$ cat config.mk
export PLATFORM = sky130hd
export DESIGN_NAME = trojan_vec_sweeper
export DESIGN_NICKNAME = d
export VERILOG_FILES = /design/src/rtl/trojan_sweep_pkg.sv /design/src/rtl/trojan_vec_sweeper_misr.sv /design/src/rtl/trojan_vec_sweeper.sv
export SDC_FILE = /design/constraint.sdc
export NUM_CORES = 1
export LEC_CHECK = 0
export CELL_PAD_IN_SITES_DETAIL_PLACEMENT = 0
export CELL_PAD_IN_SITES_GLOBAL_PLACEMENT = 1
export CORE_UTILIZATION = 39
export DETAILED_ROUTE_END_ITERATION = 7
export PLACE_DENSITY = 0.77
export SYNTH_ARGS = -nofsm -noshare
export SYNTH_HDL_FRONTEND = slang
export SYNTH_SLANG_ARGS = --single-unit
$ cat constraint.sdc
create_clock -name CK -period 2.08 [get_ports CK]
set_input_delay 0.208 -clock CK [delete_from_list [all_inputs] [get_ports CK]]
set_output_delay 0.208 -clock CK [all_outputs]
set_load 0.01 [all_outputs]
$ cat src/rtl/trojan_sweep_pkg.sv
// Shared types and constants for the exhaustive vector sweeper.
package trojan_sweep_pkg;

    typedef enum logic [1:0] {
        ST_IDLE  = 2'd0,
        ST_APPLY = 2'd1,
        ST_EMIT  = 2'd2,
        ST_DONE  = 2'd3
    } sweep_state_e;

    localparam logic [15:0] DEFAULT_POLY = 16'h002D;

    localparam int REC_N_IN = 7;

    typedef struct packed {
        logic [REC_N_IN-1:0] vec;
        logic                resp;
    } sweep_rec_t;

endpackage

$ cat src/rtl/trojan_vec_sweeper_misr.sv
// Multiple-input signature register: shifts left, folds POLY in on carry-out, XORs in d.
module misr_accum
    import trojan_sweep_pkg::*;
#(
    parameter int                MISR_W = 16,
    parameter logic [MISR_W-1:0] POLY   = MISR_W'(DEFAULT_POLY)
) (
    input  logic              CK,
    input  logic              reset,
    input  logic              clr,
    input  logic              en,
    input  logic [MISR_W-1:0] d,
    output logic [MISR_W-1:0] sig
);

    logic [MISR_W-1:0] sig_d;
    logic [MISR_W-1:0] sig_q;

    function automatic logic [MISR_W-1:0] misr_step(input logic [MISR_W-1:0] s,
                                                    input logic [MISR_W-1:0] din);
        logic [MISR_W-1:0] fb;
        fb = s[MISR_W-1] ? POLY : {MISR_W{1'b0}};
        return {s[MISR_W-2:0], 1'b0} ^ fb ^ din;
    endfunction

    // Clear takes priority so a new sweep always starts from the zero seed.
    always_comb begin
        sig_d = sig_q;
        if (clr) begin
            sig_d = {MISR_W{1'b0}};
        end else if (en) begin
            sig_d = misr_step(sig_q, d);
        end else begin
            sig_d = sig_q;
        end
    end

    // Signature register.
    always_ff @(posedge CK or negedge reset) begin
        if (!reset) begin
            sig_q <= {MISR_W{1'b0}};
        end else begin
            sig_q <= sig_d;
        end
    end

    assign sig = sig_q;

endmodule

$ cat src/rtl/trojan_vec_sweeper.sv
// Drives every input vector to a combinational DUT, samples its response after a
// settle interval and streams {vector, response} records while compacting them.
module trojan_vec_sweeper
    import trojan_sweep_pkg::*;
#(
    parameter int                N_IN   = 7,
    parameter int                SETTLE = 1,
    parameter int                MISR_W = 16,
    parameter logic [MISR_W-1:0] POLY   = MISR_W'(DEFAULT_POLY)
) (
    input  logic              CK,
    input  logic              reset,
    input  logic              start,
    output logic [N_IN-1:0]   dut_in,
    input  logic              dut_out,
    output logic              rec_valid,
    input  logic              rec_ready,
    output logic [N_IN-1:0]   rec_vec,
    output logic              rec_bit,
    output logic              busy,
    output logic              done,
    output logic [MISR_W-1:0] signature,
    output logic [N_IN:0]     ones_count
);

    localparam int                CNT_W     = (SETTLE > 1) ? $clog2(SETTLE) : 1;
    localparam int                OC_W      = N_IN + 1;
    localparam logic [CNT_W-1:0]  CNT_LAST  = CNT_W'(SETTLE - 1);
    localparam logic [N_IN-1:0]   VEC_LAST  = {N_IN{1'b1}};

    sweep_state_e     state_d, state_q;
    logic [N_IN-1:0]  vec_d, vec_q;
    logic [CNT_W-1:0] cnt_d, cnt_q;
    logic             rec_valid_d, rec_valid_q;
    logic [N_IN-1:0]  rec_vec_d, rec_vec_q;
    logic             rec_bit_d, rec_bit_q;
    logic             busy_d, busy_q;
    logic             done_d, done_q;
    logic [OC_W-1:0]  ones_d, ones_q;
    logic             misr_clr_s;
    logic             misr_en_s;
    logic [MISR_W-1:0] misr_in_s;
    logic [MISR_W-1:0] misr_sig_s;

    // Sweep sequencing: settle, capture, hand off, advance or finish.
    always_comb begin
        state_d     = state_q;
        vec_d       = vec_q;
        cnt_d       = cnt_q;
        rec_valid_d = rec_valid_q;
        rec_vec_d   = rec_vec_q;
        rec_bit_d   = rec_bit_q;
        busy_d      = busy_q;
        done_d      = done_q;
        ones_d      = ones_q;
        misr_clr_s  = 1'b0;
        misr_en_s   = 1'b0;
        case (state_q)
            ST_IDLE, ST_DONE: begin
                if (start) begin
                    state_d    = ST_APPLY;
                    vec_d      = {N_IN{1'b0}};
                    cnt_d      = {CNT_W{1'b0}};
                    ones_d     = {OC_W{1'b0}};
                    busy_d     = 1'b1;
                    done_d     = 1'b0;
                    misr_clr_s = 1'b1;
                end else begin
                    state_d = state_q;
                end
            end
            ST_APPLY: begin
                if (cnt_q == CNT_LAST) begin
                    rec_bit_d   = dut_out;
                    rec_vec_d   = vec_q;
                    rec_valid_d = 1'b1;
                    state_d     = ST_EMIT;
                end else begin
                    cnt_d = cnt_q + CNT_W'(1'b1);
                end
            end
            ST_EMIT: begin
                // The terminal vector is compared explicitly; vec never wraps.
                if (rec_valid_q && rec_ready) begin
                    misr_en_s   = 1'b1;
                    rec_valid_d = 1'b0;
                    if (rec_bit_q) begin
                        ones_d = ones_q + OC_W'(1'b1);
                    end else begin
                        ones_d = ones_q;
                    end
                    if (vec_q == VEC_LAST) begin
                        state_d = ST_DONE;
                        busy_d  = 1'b0;
                        done_d  = 1'b1;
                    end else begin
                        vec_d   = vec_q + N_IN'(1'b1);
                        cnt_d   = {CNT_W{1'b0}};
                        state_d = ST_APPLY;
                    end
                end else begin
                    state_d = ST_EMIT;
                end
            end
            default: begin
                state_d     = ST_IDLE;
                rec_valid_d = 1'b0;
                busy_d      = 1'b0;
                done_d      = 1'b0;
            end
        endcase
    end

    // State and output registers.
    always_ff @(posedge CK or negedge reset) begin
        if (!reset) begin
            state_q     <= ST_IDLE;
            vec_q       <= {N_IN{1'b0}};
            cnt_q       <= {CNT_W{1'b0}};
            rec_valid_q <= 1'b0;
            rec_vec_q   <= {N_IN{1'b0}};
            rec_bit_q   <= 1'b0;
            busy_q      <= 1'b0;
            done_q      <= 1'b0;
            ones_q      <= {OC_W{1'b0}};
        end else begin
            state_q     <= state_d;
            vec_q       <= vec_d;
            cnt_q       <= cnt_d;
            rec_valid_q <= rec_valid_d;
            rec_vec_q   <= rec_vec_d;
            rec_bit_q   <= rec_bit_d;
            busy_q      <= busy_d;
            done_q      <= done_d;
            ones_q      <= ones_d;
        end
    end

    assign misr_in_s = MISR_W'({rec_vec_q, rec_bit_q});

    misr_accum #(
        .MISR_W (MISR_W),
        .POLY   (POLY)
    ) u_misr (
        .CK    (CK),
        .reset (reset),
        .clr   (misr_clr_s),
        .en    (misr_en_s),
        .d     (misr_in_s),
        .sig   (misr_sig_s)
    );

    assign dut_in     = vec_q;
    assign rec_valid  = rec_valid_q;
    assign rec_vec    = rec_vec_q;
    assign rec_bit    = rec_bit_q;
    assign busy       = busy_q;
    assign done       = done_q;
    assign signature  = misr_sig_s;
    assign ones_count = ones_q;

endmodule

# Word level (Yosys, flattened, before mapping)
# Index checks and enable logic that the tools add are counted.
dict set report word_totals {
  wordCells 74
  ff_bits 45
  ramBits 0
  mem_bits_ro 0
  output_inout_bits 42
  latch_bits 0
  mem_count 0
}
dict set report classes {
  div 0
  addsub 3
  n_reduce_logical 13
  bitwise 3
  n_lt_le_gt_ge 0
  shifts 0
  n_eq_ne 10
  mul 0
  mux 35
}
# operator n
set op_table {}
lappend op_table {{2-to-1 mux 16 bit} 2}
lappend op_table {{2-to-1 mux 8 bit} 3}
lappend op_table {{2-to-1 mux 7 bit} 3}
lappend op_table {{one-hot mux 8 bit (2 select lines)} 1}
lappend op_table {{XOR 16 bit} 1}
lappend op_table {{XOR 16 x 8 -> 16 bit} 1}
lappend op_table {{2-to-1 mux 1 bit} 15}
lappend op_table {{one-hot mux 7 bit (2 select lines)} 1}
lappend op_table {{!= test 2 bit, second input constant} 6}
lappend op_table {{AND reduction 4 bit} 3}
lappend op_table {{adder 8 x 1 -> 8 bit, second input constant} 1}
lappend op_table {{2-to-1 mux 2 bit} 4}
lappend op_table {{adder 7 x 1 -> 7 bit, second input constant} 1}
lappend op_table {{== test 7 bit, second input constant} 1}
lappend op_table {{2-to-1 mux 6 bit} 1}
lappend op_table {{one-hot mux 1 bit (2 select lines)} 3}
lappend op_table {{one-hot mux 2 bit (3 select lines)} 1}
lappend op_table {{AND reduction 3 bit} 2}
lappend op_table {{nonzero test 2 bit} 3}
lappend op_table {{== test 2 bit, second input constant} 2}
lappend op_table {{AND reduction 2 bit} 2}
lappend op_table {{one-hot mux 1 bit (3 select lines)} 1}
lappend op_table {{== test 2 x 1 -> 1 bit, second input constant} 1}
lappend op_table {{zero test 2 bit} 1}
lappend op_table {{other kinds (4)} 4}

# Depth between registers and ports, before layout
# Gate-level depths: netlist of run 1.
dict set report logic_depth {
  ltp_word 5
  mapped_depth 7
}

# Cells and area by module
# Synthesis of run 1 repeated with hierarchy kept, for this count alone.
dict set report hier_totals {
  hier_cells 203
  hier_area_um2 2165.8
}
# mod cells_each instances area_per_inst_um2 seq_area_each_um2
set by_module_without_submodules {}
lappend by_module_without_submodules {trojan_vec_sweeper 130 1 1372.6 700.7}
lappend by_module_without_submodules {misr_accum 73 1 793.3 400.4}

# Worst setup path after synthesis of run 1
# No wires, ideal clock.
dict set report synth_path {
  path_type {register to register}
  from {register state_q[0]}
  to {register ones_q[7], in the netlist ones_count[7]}
  stages_incl_launch_ff 8
  slack_ps 287
  period_less_slack_ps 1793
  t_required_ps 1960
  setup_time_ps 120
  t_arrival_ps 1673
  path_buffers 1
  path_cell_list {dfrtp_1 > inv_1 > ha_1 > buf_2 > nand2b_1 > a2111oi_4 > a31oi_1 > a41o_1}
}
dict set report synth_between {
  elab_chain_cells 4
  word_cells_on_any_way 10
  classes_between {eq/ne: 5; mux: 1; reduce/logical: 4}
}
# element line
set synth_lines {}
lappend synth_lines {{start: declaration} trojan_vec_sweeper.sv:31} ;# sweep_state_e state_d, state_q;
lappend synth_lines {{start signal: assignment} trojan_vec_sweeper.sv:127} ;# state_q <= state_d;
lappend synth_lines {{== test 2 bit or zero test 2 bit (tied branches)} trojan_vec_sweeper.sv:58} ;# case (state_q)
lappend synth_lines {{OR reduction 2 bit} trojan_vec_sweeper.sv:58}
lappend synth_lines {{!= test 2 bit (no source line) or nonzero test 2 bit (tied branches)} n/a}
lappend synth_lines {{AND reduction 4 bit (no source line)} n/a}
lappend synth_lines {{end signal: assignment} trojan_vec_sweeper.sv:125} ;# ones_q <= {OC_W{1'b0}};
lappend synth_lines {{end signal: assignment} trojan_vec_sweeper.sv:135} ;# ones_q <= ones_d;
lappend synth_lines {{end: declaration} trojan_vec_sweeper.sv:39} ;# logic [OC_W-1:0] ones_d, ones_q;
# Several ways; a longest one is shown, not always the timed one.
# A chain may end at the register's enable or synchronous reset.

# Worst setup path after layout of run 1
# Ends and elaborated chain as after synthesis.

==> results of run 1 <==
worst reg2reg max path, cell delays in order (launching register included):
cell	delay, ns
dfrtp_1	0.41
inv_1	0.07
ha_2	0.25
nand4_1	0.22
a2111oi_4	0.49
a31oi_1	0.13
a41o_1	0.21
routing by layer:
metal	vias to the layer above	part of all wire (%)
met2	39	47
met3	5	4.2
li1	768	-
met1	820	47
met4	0	0.99
met5	-	0
worst paths after layout:
check | cells after the start | end
max reg2reg | 6 | ones_count[7]$_DFFE_PN0P_
min in group CK | 1 | done$_DFFE_PN0P_
max in group asynchronous | 3 | ones_count[4]$_DFFE_PN0P_
min reg2reg | 1 | done$_DFFE_PN0P_
max | 6 | ones_count[7]$_DFFE_PN0P_
min | 3 | u_misr.sig[5]$_DFFE_PN0P_
report_power, final:
group | leakage, nW | switching (mW) | internal [mW]
logic | 0.604 | 0.671 | 0.525
registers | 0.597 | 0.115 | 0.962
clock network | 0.0404 | 0.309 | 0.238
total | 1.24 | 1.09 | 1.72
per-stage QoR:
stage	utilization, %	instances
3_3_place_gp	51.7	297
3_5_place_dp	51.7	297
5_1_grt	53.9	307
6_report	53.9	307
4_1_cts	53.7	306
2_1_floorplan	-	179
layout make-up:
class,instances,area [µm²],area share (%)
inverter,4,15.0,0.542
tap,70,87.6,3.16
multi-input combinational,124,936,33.8
clock inverter,3,23.8,0.857
sequential,44,1100,39.7
timing repair buffer,57,541,19.5
clock buffer,5,68.8,2.48
registers in the layout (all words and copies together), names as in the netlist:
| name | count |
|---|---|
| busy | 1 |
| done | 1 |
| dut_in | 7 |
| ones_count | 8 |
| rec_bit | 1 |
| rec_valid | 1 |
| rec_vec | 7 |
| state_q | 2 |
| u_misr.sig | 16 |
cell usage after synthesis, drive strengths merged, types with 2 or more instances:
library cell / number / share of area (%)
o21ai: 6 / 1.4
ha: 4 / 2.4
dfrtp: 44 / 53
nor2: 12 / 2.2
nand2: 10 / 1.8
nand2b: 3 / 0.90
a21oi: 6 / 1.4
nand3: 8 / 1.9
a2111oi: 2 / 2.0
nand4: 2 / 0.60
buf: 5 / 1.4
mux2i: 2 / 0.96
and2b: 2 / 0.72
inv: 4 / 0.72
and4: 2 / 0.84
mux2: 9 / 4.9
and3: 4 / 1.2
xor2: 5 / 2.1
xnor2: 10 / 4.2
clkbuf: 2 / 0.36
a22o: 19 / 8.0
a211o: 2 / 0.84
kinds of logic after synthesis:
logic type,after synthesis
flip-flops,44
AND/OR/NAND/NOR,48
AO/OA/AOI/OAI,46
buffers and inverters,11
adder cells (fa/ha/maj),4
multiplexers,11
XOR/XNOR,15
what timing repair did:
item                                    in CTS  in global routing
hold buffers                                 1                  0
hold endpoints to repair                    16                  0
setup buffers                                0                  1
gates resized for setup                      0                  2
endpoints found under the setup margin       0                  2
==> metrics, run 1 <==
outcome=finished, final reports clean; Leak=1.24 nW; TritonRoute pass-1 iters=4; # IOs=47; WL/cell=15.5 µm; Post-synth EDFFs=0; worst hold path class=in -> async; final setup margin=0.195 ns; Seq/Total Area, Yosys=52.8%; Final Cell Area=2770 µm²; final WL=4750 µm; flops & latches, synth=44; RSZ-0062 raised after global routing=false; root buf cell=clkbuf_8; # nets final=245; layer with the highest usage=met2; main flop type after synthesis=dfrtp_1; # clock sinks=44; final hold viol count=0; Total Routing Usage GR=18.6%; Setup Viol. Count Final=0; later-pin clock latency in the skew report=0.30 ns; Yosys warnings=0; Pwr Density=1020 nW/µm²; area fraction in compound gates after synthesis=18.3%; maximum vdd drop=0.477 mV; layout cells sized above 1=14.3%; Final Cycle Share=90.6%; pre-CTS WS=0.0667 ns; critical setup path kind=reg -> reg; vias in the first global route=1557; Max Cap Viol=0; Distinct cells, synth=41; xor/xnor share of the synthesized area=6.30%; Max Clock Freq=531 MHz; Layout Area Growth over Synthesis=33.0%; worst-path cell chain=inv_1 -> ha_2 -> nand4_1 -> a2111oi_4 -> a31oi_1 -> a41o_1; final slew viol count=0; hold_ws=0.505 ns; Congestion Overflow GR=0; ys async rst share=100%; reg-to-reg startpoint=state_q[0]$_DFFE_PN0P_; Reg clk slew, reported paths=0.09 ns; Synth Instances=179; Core ar.=5140 µm²; Bufs on Longest Clock Path=2; post-synthesis mux area share=5.82%; met2 Usage GRT=28.5%; Die W=75.1 µm; IO Port Bufs=46; most common cell after layout, fill and taps aside=clkdlybuf4s50_1; hpwl dp=3380 µm; critical path launch point type=flop; syn nets=188; worst-path fanout max=9; Post-Synth Adder-Cell Area=2.40%; mapped cell area=2080 µm²; H-tree Lvls=2; row cnt=26; first-pass GRT wire length=7700 µm; Fin Setup TNS=0 ns; crit-path max cell delay=0.49 ns; Worst Max-Slew Pin Slew=0.566 ns; placed cell area=2660 µm²; TritonCTS clock tree=built; ANT nets after route=0; Mean Syn Cell Area=11.6 µm²; Worst Path Required=2.27 ns; main combinational cell family by area after synthesis=compound AO/OA/AOI/OAI gates; First DRT Iteration DRCs=95; Num CTS Buffers=5; flop2flop setup slack=0.20 ns; filler cell count=473; gp weighted congestion=0.801; Critical Path Source=state_q[0]$_DFFE_PN0P_; Max-slew headroom=62.3%; M1 GR Usage=25.5%; Starting Density=40.6%; initial antenna violation count=0; GR met3 Demand/Resource=5.35%; via count=1632; Simple-Gate Fraction of Synth Area=11.8%; Die H=75.1 µm; Tot Pwr=2.82 mW; skew final=0.00966 ns; Final min period=1.88 ns; CP Capture Type=flop; DR DRC count=0; Worst EP arrival=2.08 ns; CP Buf/Inv Count=1; largest net degree at the start of global routing=45; diodes inserted=0; die area=5640 µm²; Worst path top cell family by delay=compound AO/OA/AOI/OAI gates; CP max stage cell=a2111oi_4; average vias per placed instance=5.32; most frequent cells in the layout=45 x clkdlybuf4s50_1, 44 x dfrtp_1, 19 x a22o_1
Power figures use the tool's default switching activity.
==> run 2, diff against run 1 <==
CAP_MARGIN = 20   (was unset)
GPL_TIMING_DRIVEN = 0   (was unset)
SKIP_CTS_REPAIR_TIMING = 1   (was unset)
==> metrics, run 2 (same netlist as run 1, synthesis figures left out) <==
crit-path max cell delay=0.38 ns; first-pass GRT wire length=7420 µm; Pwr Density=1000 nW/µm²; row cnt=26; # clock sinks=44; CP max stage cell=dfrtp_1; Congestion Overflow GR=0; critical setup path kind=reg -> reg; worst-path fanout max=10; Worst Path Required=2.26 ns; most frequent cells in the layout=45 x clkdlybuf4s50_1, 44 x dfrtp_1, 19 x a22o_1; TritonRoute pass-1 iters=4; hpwl dp=3320 µm; Max Cap Viol=0; final slew viol count=0; IO Port Bufs=46; ANT nets after route=0; # IOs=47; Crit path depth=7; First DRT Iteration DRCs=70; later-pin clock latency in the skew report=0.30 ns; DR DRC count=0; H-tree Lvls=2; Final Cycle Share=95.1%; maximum vdd drop=0.513 mV; Final min period=1.98 ns; Core ar.=5140 µm²; worst-path cell chain=inv_1 -> ha_1 -> buf_6 -> nand3_1 -> a31o_2 -> a21o_1 -> a211o_1; Layout Area Growth over Synthesis=32.8%; Starting Density=40.6%; flop2flop setup slack=0.10 ns; placed cell area=2650 µm²; # nets final=244; Bufs on Longest Clock Path=2; diodes inserted=0; gp weighted congestion=0.746; via count=1615; Reg clk slew, reported paths=0.08 ns; Total Routing Usage GR=17.7%; WL/cell=14.7 µm; R2R depth=7; Worst Max-Slew Pin Slew=0.554 ns; average vias per placed instance=5.28; Die H=75.1 µm; largest net degree at the start of global routing=29; root buf cell=clkbuf_8; skew final=0.0109 ns; most common cell after layout, fill and taps aside=clkdlybuf4s50_1; Final Cell Area=2770 µm²; critical path launch point type=flop; Tot Pwr=2.78 mW; Max Clock Freq=506 MHz; Leak=1.24 nW; max reg flops=16; outcome=finished, final reports clean; Worst EP arrival=2.16 ns; layout cells sized above 1=13.6%; vias in the first global route=1438; Worst path top cell family by delay=compound AO/OA/AOI/OAI gates; CP Capture Type=flop; Die W=75.1 µm; final hold viol count=0; Max-slew headroom=63.1%; TritonCTS clock tree=built; CP Buf/Inv Count=2; Setup Viol. Count Final=0; die area=5640 µm²; Num CTS Buffers=5; final WL=4500 µm; filler cell count=504; initial antenna violation count=0; worst hold path class=in -> async
[run 2: cell types whose count changed in the layout (fill, tap and decap cells not counted), sizes merged]
cell      change
clkbuf        +3
clkinv        +2
buf           -4
clkinvlp      -2
[run 2: routing by layer]
metal / up-vias / routed length, µm / global-route usage [%]
met5: - / 0 / 0
met4: 0 / 23 / 5.03
met3: 2 / 177 / 4.42
met2: 41 / 2090 / 25.5
met1: 798 / 2210 / 26.3
li1: 774 / - / -
[run 2: worst reg2reg max path, delay by kind of cell (launching register included)]
kind | cells | cell delay (ns)
and+or+nand+nor | 1 | 0.17
DFF | 1 | 0.38
AOI/OAI and AO/OA | 3 | 0.86
adders and majority gates | 1 | 0.23
buffers and inverters | 2 | 0.22
[run 2: where the power goes]
part	internal [mW]	total (mW)	switching (mW)	leakage [nW]
logic	0.499	1.17	0.671	0.596
registers	0.961	1.08	0.121	0.597
clock network	0.234	0.526	0.292	0.0479
[run 2: final timing paths]
check	start	endpoint
min reg2reg	done$_DFFE_PN0P_	done$_DFFE_PN0P_
min in group CK	done$_DFFE_PN0P_	done$_DFFE_PN0P_
max in group asynchronous	reset	rec_vec[4]$_DFFE_PN0P_
max	state_q[0]$_DFFE_PN0P_	dut_in[3]$_DFFE_PN0P_
min	reset	u_misr.sig[5]$_DFFE_PN0P_
max reg2reg	state_q[0]$_DFFE_PN0P_	dut_in[3]$_DFFE_PN0P_
[run 2: metrics by stage]
stage	utilization [%]	instances	TNS, ns	setup slack (ns)	hold slack, ns
6_report	53.8	306	0	0.103	0.370
5_1_grt	53.8	306	-0.00122	-0.00122	0.396
2_1_floorplan	-	179	0	0.287	-0.0876
3_5_place_dp	51.5	296	0	0.0664	0.156
4_1_cts	53.2	304	0	0.0519	-0.165
3_3_place_gp	51.2	295	-18.76	-0.429	0.494
[run 2: layout make-up]
type                    instances  area [µm²]  area share [%]
plain buffers                   7        40.0            1.45
clock buffers                   5        68.8            2.49
clock inverters                 3        18.8           0.678
inverters                       4        15.0           0.542
multi-input cells             124         943            34.1
flip-flops and latches         44        1100            39.8
well taps                      70        87.6            3.16
repair buffers                 49         493            17.8
